==> src/rtl/interface_arb_pkg.sv <==
// rtl/interface_arb_pkg.sv - shared types and width helpers for the round-robin resource arbiter
package interface_arb_pkg;

    typedef enum logic [1:0] {
        IDLE  = 2'd0,
        ISSUE = 2'd1,
        WAIT  = 2'd2
    } state_e;

    function automatic int idx_w(input int n);
        return (n > 1) ? $clog2(n) : 1;
    endfunction

    // Counter must be able to hold the value TimeoutCycles-1.
    function automatic int cnt_w(input int cycles);
        return (cycles > 1) ? $clog2(cycles + 1) : 1;
    endfunction

    localparam int DefTimeoutCntW = cnt_w(16);

endpackage

==> src/rtl/interface_rr_pick.sv <==
// rtl/interface_rr_pick.sv - combinational round-robin picker: first set request at or after ptr
module interface_rr_pick
    import interface_arb_pkg::*;
#(
    parameter int NumReq = 4,
    parameter int IdxW   = idx_w(NumReq)
) (
    input  logic [NumReq-1:0] req,
    input  logic [IdxW-1:0]   ptr,
    output logic [IdxW-1:0]   idx,
    output logic              any
);

    always_comb begin
        int j;
        j   = 0;
        idx = '0;
        any = 1'b0;
        for (int i = 0; i < NumReq; i++) begin
            j = int'(ptr) + i;
            if (j >= NumReq) begin
                j = j - NumReq;
            end
            if (!any && req[j]) begin
                any = 1'b1;
                idx = IdxW'(j);
            end
        end
    end

endmodule

==> src/rtl/interface_rr_arbiter.sv <==
// rtl/interface_rr_arbiter.sv - round-robin arbiter serialising a/b->c transactions onto one resource
// Optional WAIT watchdog enabled by defining INTERFACE_RR_ARBITER_TIMEOUT_EN.
module interface_rr_arbiter
    import interface_arb_pkg::*;
#(
    parameter int NumReq        = 4,
    parameter int Width         = 1,
    parameter int TimeoutCycles = 16
) (
    input  logic                    i_clk,
    input  logic                    i_rst,
    input  logic [NumReq-1:0]       i_req,
    input  logic [NumReq*Width-1:0] i_a,
    input  logic [NumReq*Width-1:0] i_b,
    output logic [NumReq-1:0]       o_gnt,
    output logic [NumReq-1:0]       o_done,
    output logic [Width-1:0]        o_c,
    output logic                    o_err,
    output logic [Width-1:0]        o_res_a,
    output logic [Width-1:0]        o_res_b,
    output logic                    o_res_valid,
    input  logic                    i_res_ready,
    input  logic [Width-1:0]        i_res_c,
    input  logic                    i_res_c_valid
);

    localparam int IdxW = idx_w(NumReq);

    state_e            state, state_nxt;
    logic [IdxW-1:0]   ptr, ptr_nxt;
    logic [IdxW-1:0]   idx, idx_nxt;
    logic [IdxW-1:0]   pick_idx;
    logic              pick_any;
    logic [NumReq-1:0] gnt_nxt, done_nxt;
    logic [Width-1:0]  c_nxt, a_nxt, b_nxt;
    logic              err_nxt, valid_nxt;
    logic              finish, timeout;

`ifdef INTERFACE_RR_ARBITER_TIMEOUT_EN
    localparam int CntW = cnt_w(TimeoutCycles);
    logic [CntW-1:0] cnt, cnt_nxt;
`endif

    interface_rr_pick #(
        .NumReq (NumReq),
        .IdxW   (IdxW)
    ) u_pick (
        .req (i_req),
        .ptr (ptr),
        .idx (pick_idx),
        .any (pick_any)
    );

    always_ff @(posedge i_clk) begin
        if (i_rst) begin
            state       <= IDLE;
            ptr         <= '0;
            idx         <= '0;
            o_gnt       <= '0;
            o_done      <= '0;
            o_c         <= '0;
            o_err       <= 1'b0;
            o_res_a     <= '0;
            o_res_b     <= '0;
            o_res_valid <= 1'b0;
`ifdef INTERFACE_RR_ARBITER_TIMEOUT_EN
            cnt         <= '0;
`endif
        end else begin
            state       <= state_nxt;
            ptr         <= ptr_nxt;
            idx         <= idx_nxt;
            o_gnt       <= gnt_nxt;
            o_done      <= done_nxt;
            o_c         <= c_nxt;
            o_err       <= err_nxt;
            o_res_a     <= a_nxt;
            o_res_b     <= b_nxt;
            o_res_valid <= valid_nxt;
`ifdef INTERFACE_RR_ARBITER_TIMEOUT_EN
            cnt         <= cnt_nxt;
`endif
        end
    end

    always_comb begin
        state_nxt = state;
        ptr_nxt   = ptr;
        idx_nxt   = idx;
        gnt_nxt   = o_gnt;
        done_nxt  = '0;
        c_nxt     = o_c;
        err_nxt   = o_err;
        a_nxt     = o_res_a;
        b_nxt     = o_res_b;
        valid_nxt = o_res_valid;
        finish    = 1'b0;
        timeout   = 1'b0;
`ifdef INTERFACE_RR_ARBITER_TIMEOUT_EN
        cnt_nxt   = cnt;
`endif
        unique case (state)
            IDLE: begin
                if (pick_any) begin
                    idx_nxt           = pick_idx;
                    a_nxt             = i_a[int'(pick_idx)*Width +: Width];
                    b_nxt             = i_b[int'(pick_idx)*Width +: Width];
                    gnt_nxt           = '0;
                    gnt_nxt[pick_idx] = 1'b1;
                    valid_nxt         = 1'b1;
                    state_nxt         = ISSUE;
                end
            end
            ISSUE: begin
                if (i_res_ready) begin
                    valid_nxt = 1'b0;
                    state_nxt = WAIT;
`ifdef INTERFACE_RR_ARBITER_TIMEOUT_EN
                    cnt_nxt   = '0;
`endif
                end
            end
            WAIT: begin
                finish = i_res_c_valid;
`ifdef INTERFACE_RR_ARBITER_TIMEOUT_EN
                // A result arriving on the expiry cycle takes precedence over the timeout.
                if (!i_res_c_valid) begin
                    if (cnt == CntW'(TimeoutCycles - 1)) begin
                        timeout = 1'b1;
                    end else begin
                        cnt_nxt = cnt + CntW'(1);
                    end
                end
`endif
                if (finish || timeout) begin
                    state_nxt     = IDLE;
                    gnt_nxt       = '0;
                    done_nxt[idx] = 1'b1;
                    err_nxt       = timeout;
                    c_nxt         = timeout ? '0 : i_res_c;
                    ptr_nxt       = (idx == IdxW'(NumReq - 1)) ? '0 : idx + IdxW'(1);
                end
            end
            default: begin
                state_nxt = IDLE;
            end
        endcase
    end

endmodule

==> config.mk <==
export PLATFORM = sky130hd
export DESIGN_NAME = interface_rr_arbiter
export DESIGN_NICKNAME = d
export VERILOG_FILES = /design/src/rtl/interface_arb_pkg.sv /design/src/rtl/interface_rr_pick.sv /design/src/rtl/interface_rr_arbiter.sv
export SDC_FILE = /design/constraint.sdc
export NUM_CORES = 1
export LEC_CHECK = 0
export CAP_MARGIN = 40
export CORE_MARGIN = 2
export CORE_UTILIZATION = 44
export DETAILED_ROUTE_END_ITERATION = 8
export PLACE_DENSITY_LB_ADDON = 0.25
export SLEW_MARGIN = 20
export SYNTH_ARGS = -nofsm -noshare
export SYNTH_HDL_FRONTEND = slang
export SYNTH_SLANG_ARGS = --single-unit
==> constraint.sdc <==
create_clock -name i_clk -period 2.1 [get_ports i_clk]
set_input_delay 0.42 -clock i_clk [delete_from_list [all_inputs] [get_ports i_clk]]
set_output_delay 0.42 -clock i_clk [all_outputs]
set_load 0.02 [all_outputs]
Yosys cells after proc, flatten, opt, wreduce, memory -nomap -nowiden
Cells that the tools add are included.
- output and inout port bits: 13
- input port bits: 17
- logic and storage cells: 95
- register bits after elaboration: 18
- bitwise logic cells: 2
- $add $sub $neg: 8
- $lt $le $gt $ge: 12
- shift-type cells: 2
- reductions and logical operators: 17
- mux-type cells: 39
- equality and inequality tests: 6
- operators by type and width (cell ; number):
    $lt A32 B4 Y1 const B ; 4
    $mux W32 ; 4
    $ge A32 B4 Y1 const B ; 3
    $sub A32 B4 Y32 const B ; 3
    $mux W1 ; 16
    $mux W2 ; 8
    $reduce_and A3 Y1 ; 3
    $bmux W1 S2 ; 4
    $mux W4 ; 2
    $pmux W4 S2 ; 1
    $shiftx A4 B3 Y1 ; 2
    $add A2 B2 Y3 const B ; 2
    $lt A2 B3 Y1 const B ; 2
    $ne A2 B2 Y1 const B ; 3
    $pmux W2 S3 ; 1
    $logic_and A1 B1 Y1 ; 5
    $demux W1 S2 ; 2
    $eq A2 B2 Y1 const B ; 2
    $ge A2 B1 Y1 const B ; 2
    $reduce_and A2 Y1 ; 2
    $reduce_bool A2 Y1 ; 2
    $sub A2 B3 Y4 const B ; 1
    $add A2 B1 Y3 const B ; 1
    $ge A2 B3 Y1 const B ; 1
    other kinds (7) ; 10

Depth between registers and ports, before layout
Gate-level depths: netlist (run 1).
- depth in word-level cells: 21
- depth in mapped cells: 6
- depth with buffers taken out: 5

Cells and area by module
A second synthesis (run 1) with hierarchy kept.
- cell total of the unflattened synthesis: 95
- area total of the unflattened synthesis: 847.1 sq um
- by module, submodules not included (module ; area each (sq um) ; seq. area each (sq um) ; instances ; cells an instance):
    interface_rr_arbiter ; 769.5 ; 360.3 ; 1 ; 80
    interface_rr_pick ; 77.6 ; 0.0 ; 1 ; 15

Worst setup path after synthesis (run 1)
Ideal clock, no wire load.
- path type: register to register
- from: register state[1]
- to: register o_res_b
- slack: 0.579 ns
- library setup time: 0.079 ns
- period minus slack after synthesis: 1.521 ns
- stages on the path, launching flop included: 6
- arrival: 1.442 ns
- data required time: 2.021 ns
- buffers on the path: 2
- path through: dfxtp_1 > buf_2 > or3_4 > buf_6 > or3_4 > o221ai_2
- word-level cells in the longest chain between the ends: 2
- ends and longest elaborated chain (item ; line ; RTL):
    from (decl) ; interface_rr_arbiter.sv:29 ; state_e state, state_nxt;
    from (signal assigned) ; interface_rr_arbiter.sv:70 ; state <= state_nxt;
    $logic_not A2 Y1 ; interface_rr_arbiter.sv:102 ; unique case (state)
    $reduce_and A2 Y1 (no line) ; n/a ;
    to (signal assigned) ; interface_rr_arbiter.sv:78 ; o_res_b <= b_nxt;
    to (decl) ; interface_rr_arbiter.sv:20 ; output logic [Width-1:0] o_res_b,
Every way passes these cells.
A chain may end at the register's enable or synchronous reset.

Worst setup path in the final report (run 1)
- from: input port i_req[0]
- to: register o_res_a
- word-level cells in the longest chain between the ends: 14
- elaborated cells between the ends (all ways): 28
- classes of those cells: shift: 1; mux: 20; reduce/logical: 7
- ends and longest elaborated chain (item ; line ; RTL):
    from (decl) ; interface_rr_arbiter.sv:12 ; input logic [NumReq-1:0] i_req,
    $bmux W1 S2 ; interface_rr_pick.sv:24 ; if (!any && req[j]) begin
    $mux W1 (implied by the code) (2 in series) ; interface_rr_pick.sv:24 ;
    $mux W1 ; interface_rr_pick.sv:24 ;
    $logic_not A1 Y1 ; interface_rr_pick.sv:24 ;
    $logic_and A1 B1 Y1 ; interface_rr_pick.sv:24 ;
    $mux W1 ; interface_rr_pick.sv:24 ;
    $logic_not A1 Y1 ; interface_rr_pick.sv:24 ;
    $logic_and A1 B1 Y1 ; interface_rr_pick.sv:24 ;
    $mux W1 ; interface_rr_pick.sv:24 ;
    $logic_not A1 Y1 ; interface_rr_pick.sv:24 ;
    $logic_and A1 B1 Y1 ; interface_rr_pick.sv:24 ;
    $mux W2 / $mux W1 (equally long branches) ; interface_rr_pick.sv:24 ;
    $shiftx A4 B3 Y1 / $reduce_and A2 Y1 (equally long branches) ; n/a ;
    to (signal assigned) ; interface_rr_arbiter.sv:77 ; o_res_a <= a_nxt;
    to (decl) ; interface_rr_arbiter.sv:19 ; output logic [Width-1:0] o_res_a,
Several ways; a longest one is shown, not always the timed one. The select of a mux whose other input is x is not followed.

==> results_dict.tcl, run 1 <==
set metrics [dict create \
    outcome "finished, final reports clean" \
    fp.dieW_um 49.3 \
    async_reset_ff_share_pct 0 \
    mostFrequentLayoutCells "28 x clkdlybuf4s50_1, 18 x dfxtp_1, 13 x a21oi_1" \
    period_share_pct 85.9 \
    hold_viol_final 0 \
    avgSynthCellArea_um2 8.92 \
    ys_types 30 \
    critPathKind "in2reg" \
    clkLatencyLatePin_ns 0.30 \
    post-route-min-period_ns 1.80 \
    ys_seq_area_share_pct 40.0 \
    netlist_instances 101 \
    cts_hold_buffers 0 \
    p_leak_nw 0.495 \
    routedWlPerCell_um 12.0 \
    drc 0 \
    initial_core_util_pct 46.4 \
    syn2layout_area_growth_pct 41.1 \
    io_pins 30 \
    cts.clk_slew.worst_paths_ns 0.10 \
    wl_um 1940 \
    grt_first_pass_wirelength_um 3480 \
    coreArea_um2 1940 \
    cp-end-kind "flip-flop" \
    num_rows 16 \
    crit_path_top_delay_cell "clkdlybuf4s50_1" \
    drt_first_pass_iters 4 \
    synth_fp_nets 122 \
    cts-root-buf "clkbuf_4" \
    final_layout_size_suffix_gt1_share_pct 13.3 \
    antennaDiodeCount 0 \
    start_kind "input pin" \
    slew_violations 0 \
    hold_slack_ns 0.470 \
    track_usage_pct 18.4 \
    fin_ws_ns 0.297 \
    worstPathCellList "clkdlybuf4s50_1 > nor4_2 > or3_4 > or3_1 > o221ai_2" \
    cp.required_ns 2.33 \
    critPathMaxFanout 5 \
    cts_tree "yes" \
    synth_seq_cells 18 \
    max_freq_ghz 0.555 \
    grt_overflow_total 0 \
    critical_path_buf_inv_count 1 \
    cpPeakStageDelay_ns 0.56 \
    ant_nets 0 \
    rsz0062_at_grt "no" \
    antenna_found_initial 0 \
    h-tree-depth 1 \
    fin_util_pct 65.5 \
    hold_path.class "reg2reg" \
    dieArea_um2 2430 \
    gp_congestion 0.733 \
    cts_resized 0 \
    final_common_cell "clkdlybuf4s50_1" \
    ir_drop_uv 585 \
    vias 823 \
    syn_area_um2 901 \
    yosys_warnings 0 \
    finalSetupViolations 0 \
    crit_family "simple AND/OR/NAND/NOR gates" \
    critPathArrivalTime_ns 2.03 \
    cts_buffers 3 \
    die_h_um 49.3 \
    cts_setup_buffers 0 \
    clockBufferDepth 2 \
    drt_iter0_drc 11 \
    grt_pass1_vias 830 \
    n_fill_cell 174 \
    synth_edf_count 0 \
    worst_clock_skew_ns 0.00446 \
    drv_cap 0 \
    io_buffer_count 28 \
    power_density_nw_per_um2 599 \
    synthFlopType "dfxtp_1" \
    clock-sinks 18 \
    fin_nets 157 \
    vias_per_cell 5.08 \
    dpl.hpwl_um 1520 \
    grt_max_degree 14 \
    preCtsSetupSlack_ns -0.0372 \
]
## layout make-up
| class | count | area [um^2] | area share, % |
|---|---|---|---|
| flip-flops and latches | 18 | 360 | 28.3 |
| clock buffers | 4 | 36.3 | 2.85 |
| inverters | 4 | 15.0 | 1.18 |
| repair buffers | 35 | 333 | 26.2 |
| multi-input cells | 74 | 493 | 38.8 |
| well taps | 27 | 33.8 | 2.66 |
## logic make-up (layout without fill, tap and decap cells)
group                      after synthesis  after routing  share of synthesized area, %
adders and majority gates                4              4                          5.56
DFF                                     18             18                          40.0
buffers and inverters                    9             43                          5.28
other                                    1              1                         0.416
muxes                                    7              7                          7.78
AOI/OAI and AO/OA                       22             22                          16.1
and+or+nand+nor                         40             40                          24.9
## registers in the layout, indices dropped and copies added (netlist names)
signal,count
o_res_b,1
o_done,4
ptr,2
o_gnt,4
o_c,1
state,2
o_res_a,1
o_res_valid,1
idx,2
## worst reg2reg max path, stage by stage, from the launching register on
cell and delay [ns]:
dfxtp_1 0.47, mux2i_1 0.24, o22ai_1 0.15, nor2_2 0.32
mux2i_1 0.27, o221ai_2 0.13
## where the power goes
part	switching (W)	internal, W	total, W
clock	0.000109	0.000106	0.000215
combinational	0.0000798	0.0000927	0.000173
sequential	0.0000152	0.000359	0.000374
total	0.000204	0.000557	0.000762
## Yosys cell counts (2+ instances only)
cell type  number  area share (%)
a21oi_1        13             7.2
and2_1          4             2.8
buf_2           2             1.1
dfxtp_1        18              40
ha_1            4             5.6
inv_1           4             1.7
mux2i_1         7             7.8
nand2_1         4             1.7
nand2b_1        2             1.4
nand3_1         8             4.4
nand3b_1        3             2.5
nor2_1          9             3.7
nor3_1          3             1.7
o221ai_2        2             3.3
o22ai_1         2             1.4
or3_4           2             2.5
## path summary, 6_finish.rpt
path,from,to,slack [ns],cells past startpoint
min,o_gnt[2]$_SDFFE_PP0P_,o_gnt[2]$_SDFFE_PP0P_,0.47,2
max,i_req[0],o_res_a$_SDFFE_PP0P_,0.30,5
min reg2reg,o_gnt[2]$_SDFFE_PP0P_,o_gnt[2]$_SDFFE_PP0P_,0.47,2
max reg2reg,ptr[1]$_SDFFE_PP0P_,o_res_b$_SDFFE_PP0P_,0.41,5
## layer usage
metal / vias up / track usage (%) / part of all wire, %
met1: 378 / 20.7 / 43
li1: 425 / - / -
met5: - / 0 / 0
met2: 16 / 34.5 / 52
met3: 4 / 3.37 / 3.7
met4: 0 / 5.71 / 1.2
## per-stage QoR
stage | cell area [um^2] | power [W] | std cells | TNS [ns]
after global routing | 1270 | 0.000802 | 162 | 0
after floorplan | 901 | 0.000473 | 101 | 0
after CTS | 1270 | 0.000767 | 162 | 0
after global placement | 1230 | 0.000550 | 158 | 0
final | 1270 | 0.000762 | 162 | 0
after detailed placement | 1230 | 0.000555 | 158 | -0.0396
No activity file was read; power rests on OpenSTA's default activity.
==> inputs of run 2 (changes only) <==
PLACE_DENSITY = 0.89   (was unset)
PLACE_DENSITY_LB_ADDON = unset   (was 0.25)
==> run 2 against run 1 <==
Compared with the run above: global-route usage grew 0.93 points; clock power rose by 4%; highest routed layer unchanged; critical path depth up 1; critical endpoint is now o_res_b$_SDFFE_PP0P_; flip-flop and latch count is the same; sequential power about the same; largest power group unchanged; critical path type unchanged.
==> results_dict.tcl, run 2 (synthesis gave the netlist of run 1 again) <==
set metrics [dict create \
    preCtsSetupSlack_ns -0.0339 \
    worst_clock_skew_ns 0.00665 \
    io_pins 30 \
    r2r-start "ptr[1]$_SDFFE_PP0P_" \
    grt_overflow_total 0 \
    fin_nets 158 \
    drt_first_pass_iters 4 \
    n_fill_cell 164 \
    post-route-min-period_ns 1.83 \
    dr_wl_met3_um 106 \
    coreArea_um2 1940 \
    grt_first_pass_wirelength_um 3600 \
    antenna_found_initial 0 \
    clkLatencyLatePin_ns 0.30 \
    period_share_pct 87.3 \
    stdcell_area_um2 1280 \
    final_common_cell "clkdlybuf4s50_1" \
    wl_um 2170 \
    die_h_um 49.3 \
    drt_iter0_drc 10 \
    pwr-share-comb_pct 23.2 \
    switching_share_pct 28.1 \
    reg.largest.list "o_done x4, o_gnt x4" \
    syn2layout_area_growth_pct 41.9 \
    io_buffer_count 28 \
    holdPathEnd "o_gnt[2]$_SDFFE_PP0P_" \
    antennaDiodeCount 0 \
    routedWlPerCell_um 13.3 \
    sequentialPowerShare_pct 48.0 \
    cts_resized 0 \
    reg2regPathDepth 5 \
    vias_per_cell 5.22 \
    finalSetupViolations 0 \
    final_layout_size_suffix_gt1_share_pct 14.0 \
    hold_path_depth 2 \
    track_usage_pct 19.3 \
    worstHoldStart "o_gnt[2]$_SDFFE_PP0P_" \
    cp-end-kind "flip-flop" \
    clock-sinks 18 \
    dpl.hpwl_um 1700 \
    ant_nets 0 \
    mostFrequentLayoutCells "28 x clkdlybuf4s50_1, 18 x dfxtp_1, 13 x a21oi_1" \
    grt_max_degree 16 \
    grt_pass1_vias 851 \
    power_density_nw_per_um2 609 \
    cts.clk_slew.worst_paths_ns 0.12 \
    rr_endpoint "o_res_b$_SDFFE_PP0P_" \
    p_int_w 0.000560 \
    postPlaceCellArea_um2 1240 \
    p_leak_nw 0.500 \
    cts-root-buf "clkbuf_4" \
    num_rows 16 \
    cp.required_ns 2.29 \
    top_layer_used "met4" \
    worst-r2r-setup-slack_ns 0.34 \
    max_freq_ghz 0.545 \
    dieArea_um2 2430 \
    slew_violations 0 \
    wl_met1_um 871 \
    initial_core_util_pct 46.4 \
    start_kind "input pin" \
    drv_cap 0 \
    vias 851 \
    clockBufferDepth 2 \
    hold_viol_final 0 \
    clockPowerShare_pct 28.8 \
    wl_met2_um 1170 \
    rsz0062_at_grt "no" \
    critPathMaxFanout 5 \
    hold_path.class "reg2reg" \
    critPathArrivalTime_ns 2.03 \
    gp_congestion 0.750 \
    ir_drop_uv 387 \
    h-tree-depth 1 \
    cts_buffers 3 \
    fin_ws_ns 0.266 \
    cts_tree "yes" \
    drc 0 \
    cts_setup_buffers 0 \
    p_sw_w 0.000219 \
    critPathKind "in2reg" \
    outcome "finished, final reports clean" \
    fp.dieW_um 49.3 \
    cts_hold_buffers 0 \
]
run 2: changes by cell type in the layout (fill, tap and decap cells not counted), sizes merged:
| cell | before | now |
|---|---|---|
| buf | 7 | 8 |
run 2: power by group through the flow:
| stage | clock [W] | sequential, W | combinational (W) |
|---|---|---|---|
| finish | 0.000224 | 0.000374 | 0.000180 |
| global route | 0.000243 | 0.000377 | 0.000194 |
| CTS | 0.000224 | 0.000375 | 0.000180 |
| detailed placement | 0 | 0.000382 | 0.000179 |
| global placement | 0 | 0.000382 | 0.000170 |
| floorplan | 0 | 0.000392 | 0.0000815 |
run 2: routing by layer:
metal	vias up	GRT usage [%]
met1	391	21.0
met3	4	4.91
met2	30	34.7
li1	426	-
met5	-	0
met4	0	9.05
run 2: critical path, cell delays in order:
cell and delay [ns]:
clkdlybuf4s50_1 0.49, mux2i_1 0.18, o22ai_1 0.15, nor2_2 0.33, mux2i_1 0.32, o221ai_2 0.14
run 2: per-stage QoR:
step                power, W  TNS, ns  instances  hold WS, ns  utilization (%)
floorplan           0.000473        0        101        0.469                -
detailed placement  0.000561  -0.0641        159        0.473             64.0
global route        0.000814        0        163        0.509             65.9
CTS                 0.000779        0        163        0.493             65.9
global placement    0.000552        0        159        0.467             64.0
finish              0.000779        0        163        0.485             65.9
run 2: worst max path at each step:
stage / slack (ns) / endpoint / start
after floorplan: 0.58 / o_res_b$_SDFFE_PP0P_ / state[1]$_SDFFE_PP0P_
after global placement: 0.05 / o_res_a$_SDFFE_PP0P_ / i_req[0]
after detailed placement: -0.03 / o_res_b$_SDFFE_PP0P_ / i_req[0]
after CTS: 0.28 / o_res_a$_SDFFE_PP0P_ / i_req[0]
after global routing: 0.15 / o_res_b$_SDFFE_PP0P_ / i_req[0]
final: 0.27 / o_res_b$_SDFFE_PP0P_ / i_req[0]
run 2: final cells by class:
cell class              instances  area (um^2)  area share [%]
repair buffers                 36          340            26.6
well taps                      27         33.8            2.64
flip-flops and latches         18          360            28.2
multi-input cells              74          493            38.6
clock buffers                   4         36.3            2.84
inverters                       4         15.0            1.17
==> inputs of run 3 (changes only) <==
CORE_UTILIZATION = 46   (was 44)
CTS_BUF_LIST = sky130_fd_sc_hd__clkbuf_8   (was unset)
PLACE_DENSITY = 0.92   (was 0.89)
SKIP_CTS_REPAIR_TIMING = 1   (was unset)
TNS_END_PERCENT = 100   (was unset)
==> run 3 against run 2 <==
Compared with the run above: register-to-register slack improved by 0.07 ns; critical path type unchanged; clock-buffer cell count unchanged; non-clock buffer count decreased by 1.
==> results_dict.tcl, run 3 (synthesis gave the netlist of run 1 again) <==
set metrics [dict create \
    placed_cells 158 \
    gp_congestion 0.768 \
    multiInputGateArea_um2 493 \
    die_h_um 48.3 \
    vias 840 \
    ant_nets 0 \
    grt_max_degree 11 \
    drc 0 \
    worstHoldStart "o_gnt[3]$_SDFFE_PP0P_" \
    hold_slack_ns 0.483 \
    reg2regPathDepth 5 \
    final_layout_size_suffix_gt1_share_pct 13.3 \
    final_common_cell "clkdlybuf4s50_1" \
    cts_tree "yes" \
    slew_violations 0 \
    io_pins 30 \
    antenna_found_initial 0 \
    cts.clk_slew.worst_paths_ns 0.07 \
    rr_endpoint "o_res_b$_SDFFE_PP0P_" \
    hold_path.class "reg2reg" \
    h-tree-depth 1 \
    dpl.hpwl_um 1500 \
    stdcell_area_um2 1290 \
    vias_per_cell 5.19 \
    regArea_um2 360 \
    wl_um 2000 \
    r2r-start "ptr[1]$_SDFFE_PP0P_" \
    grt_first_pass_wirelength_um 3080 \
    p_leak_nw 0.503 \
    syn2layout_area_growth_pct 43.2 \
    ir_drop_uv 512 \
    drt_iter0_drc 8 \
    critPathArrivalTime_ns 2.06 \
    drv_cap 0 \
    fin_util_pct 67.8 \
    cp.required_ns 2.27 \
    num_rows 16 \
    finalSetupViolations 0 \
    post-route-min-period_ns 1.89 \
    drt_first_pass_iters 4 \
    initial_core_util_pct 47.4 \
    worst-r2r-setup-slack_ns 0.41 \
    clockBufferDepth 2 \
    critPathMaxFanout 5 \
    hold_path_depth 2 \
    holdPathEnd "o_gnt[3]$_SDFFE_PP0P_" \
    max_freq_ghz 0.530 \
    io_buffer_count 28 \
    worst_clock_skew_ns 0.00188 \
    track_usage_pct 19.6 \
    cp-end-kind "flip-flop" \
    clkLatencyLatePin_ns 0.25 \
    reg.largest.list "o_done x4, o_gnt x4" \
    fin_setup_tns_ns 0 \
    fp.dieW_um 48.3 \
    finalNonFillerCells 162 \
    postPlaceCellArea_um2 1230 \
    antennaDiodeCount 0 \
    n_fill_cell 154 \
    grt_overflow_total 0 \
    fin_nets 157 \
    rsz0062_at_grt "no" \
    critPathKind "in2reg" \
    routedWlPerCell_um 12.4 \
    period_share_pct 89.8 \
    cts_buffers 3 \
    power_density_nw_per_um2 638 \
    clock-sinks 18 \
    grt_pass1_vias 721 \
    dieArea_um2 2330 \
    start_kind "input pin" \
    hold_viol_final 0 \
    mostFrequentLayoutCells "28 x clkdlybuf4s50_1, 18 x dfxtp_1, 13 x a21oi_1" \
    cts-root-buf "clkbuf_8" \
    coreArea_um2 1900 \
    outcome "finished, final reports clean" \
]
==> run 3: stage by stage <==
stage / total power (W) / setup WS [ns]
after detailed placement: 0.000554 / -0.0236
after CTS: 0.000829 / 0.225
final: 0.000823 / 0.214
after global placement: 0.000548 / 0.0465
after floorplan: 0.000473 / 0.579
after global routing: 0.000869 / 0.185
==> run 3: cell type report <==
class	instances	share of cell area, %
clock buffers	4	4.27
inverters	4	1.16
multi-input cells	74	38.2
flip-flops and latches	18	27.9
well taps	27	2.62
repair buffers	35	25.8
==> run 3: metal layers <==
metal | up-vias | track usage, % | part of all wire [%]
met5 | - | 0 | 0
met4 | 0 | 11.9 | 2.4
met3 | 4 | 3.33 | 4.4
met2 | 24 | 36.1 | 52
met1 | 393 | 20.5 | 41
li1 | 419 | - | -
==> run 3: worst max-delay path by stage <==
stage / from / to / cells past startpoint
2_1_floorplan: state[1]$_SDFFE_PP0P_ / o_res_b$_SDFFE_PP0P_ / 5
3_3_place_gp: i_req[1] / o_res_a$_SDFFE_PP0P_ / 5
3_5_place_dp: i_req[0] / o_res_a$_SDFFE_PP0P_ / 5
4_1_cts: i_req[0] / o_res_a$_SDFFE_PP0P_ / 5
5_1_grt: i_req[0] / o_res_b$_SDFFE_PP0P_ / 6
6_report: i_req[1] / o_res_a$_SDFFE_PP0P_ / 5
==> run 3: report_power, final <==
group	total, W	switching, W	internal (W)
Clock	0.000275	0.000109	0.000166
Combinational	0.000173	0.0000806	0.0000926
Sequential	0.000375	0.0000159	0.000359
Total	0.000823	0.000205	0.000618
==> run 3: worst max-delay path: stages <==
cell	delay [ns]
clkdlybuf4s50_1	0.57
nor4_2	0.11
or3_4	0.36
or3_1	0.41
o221ai_2	0.19
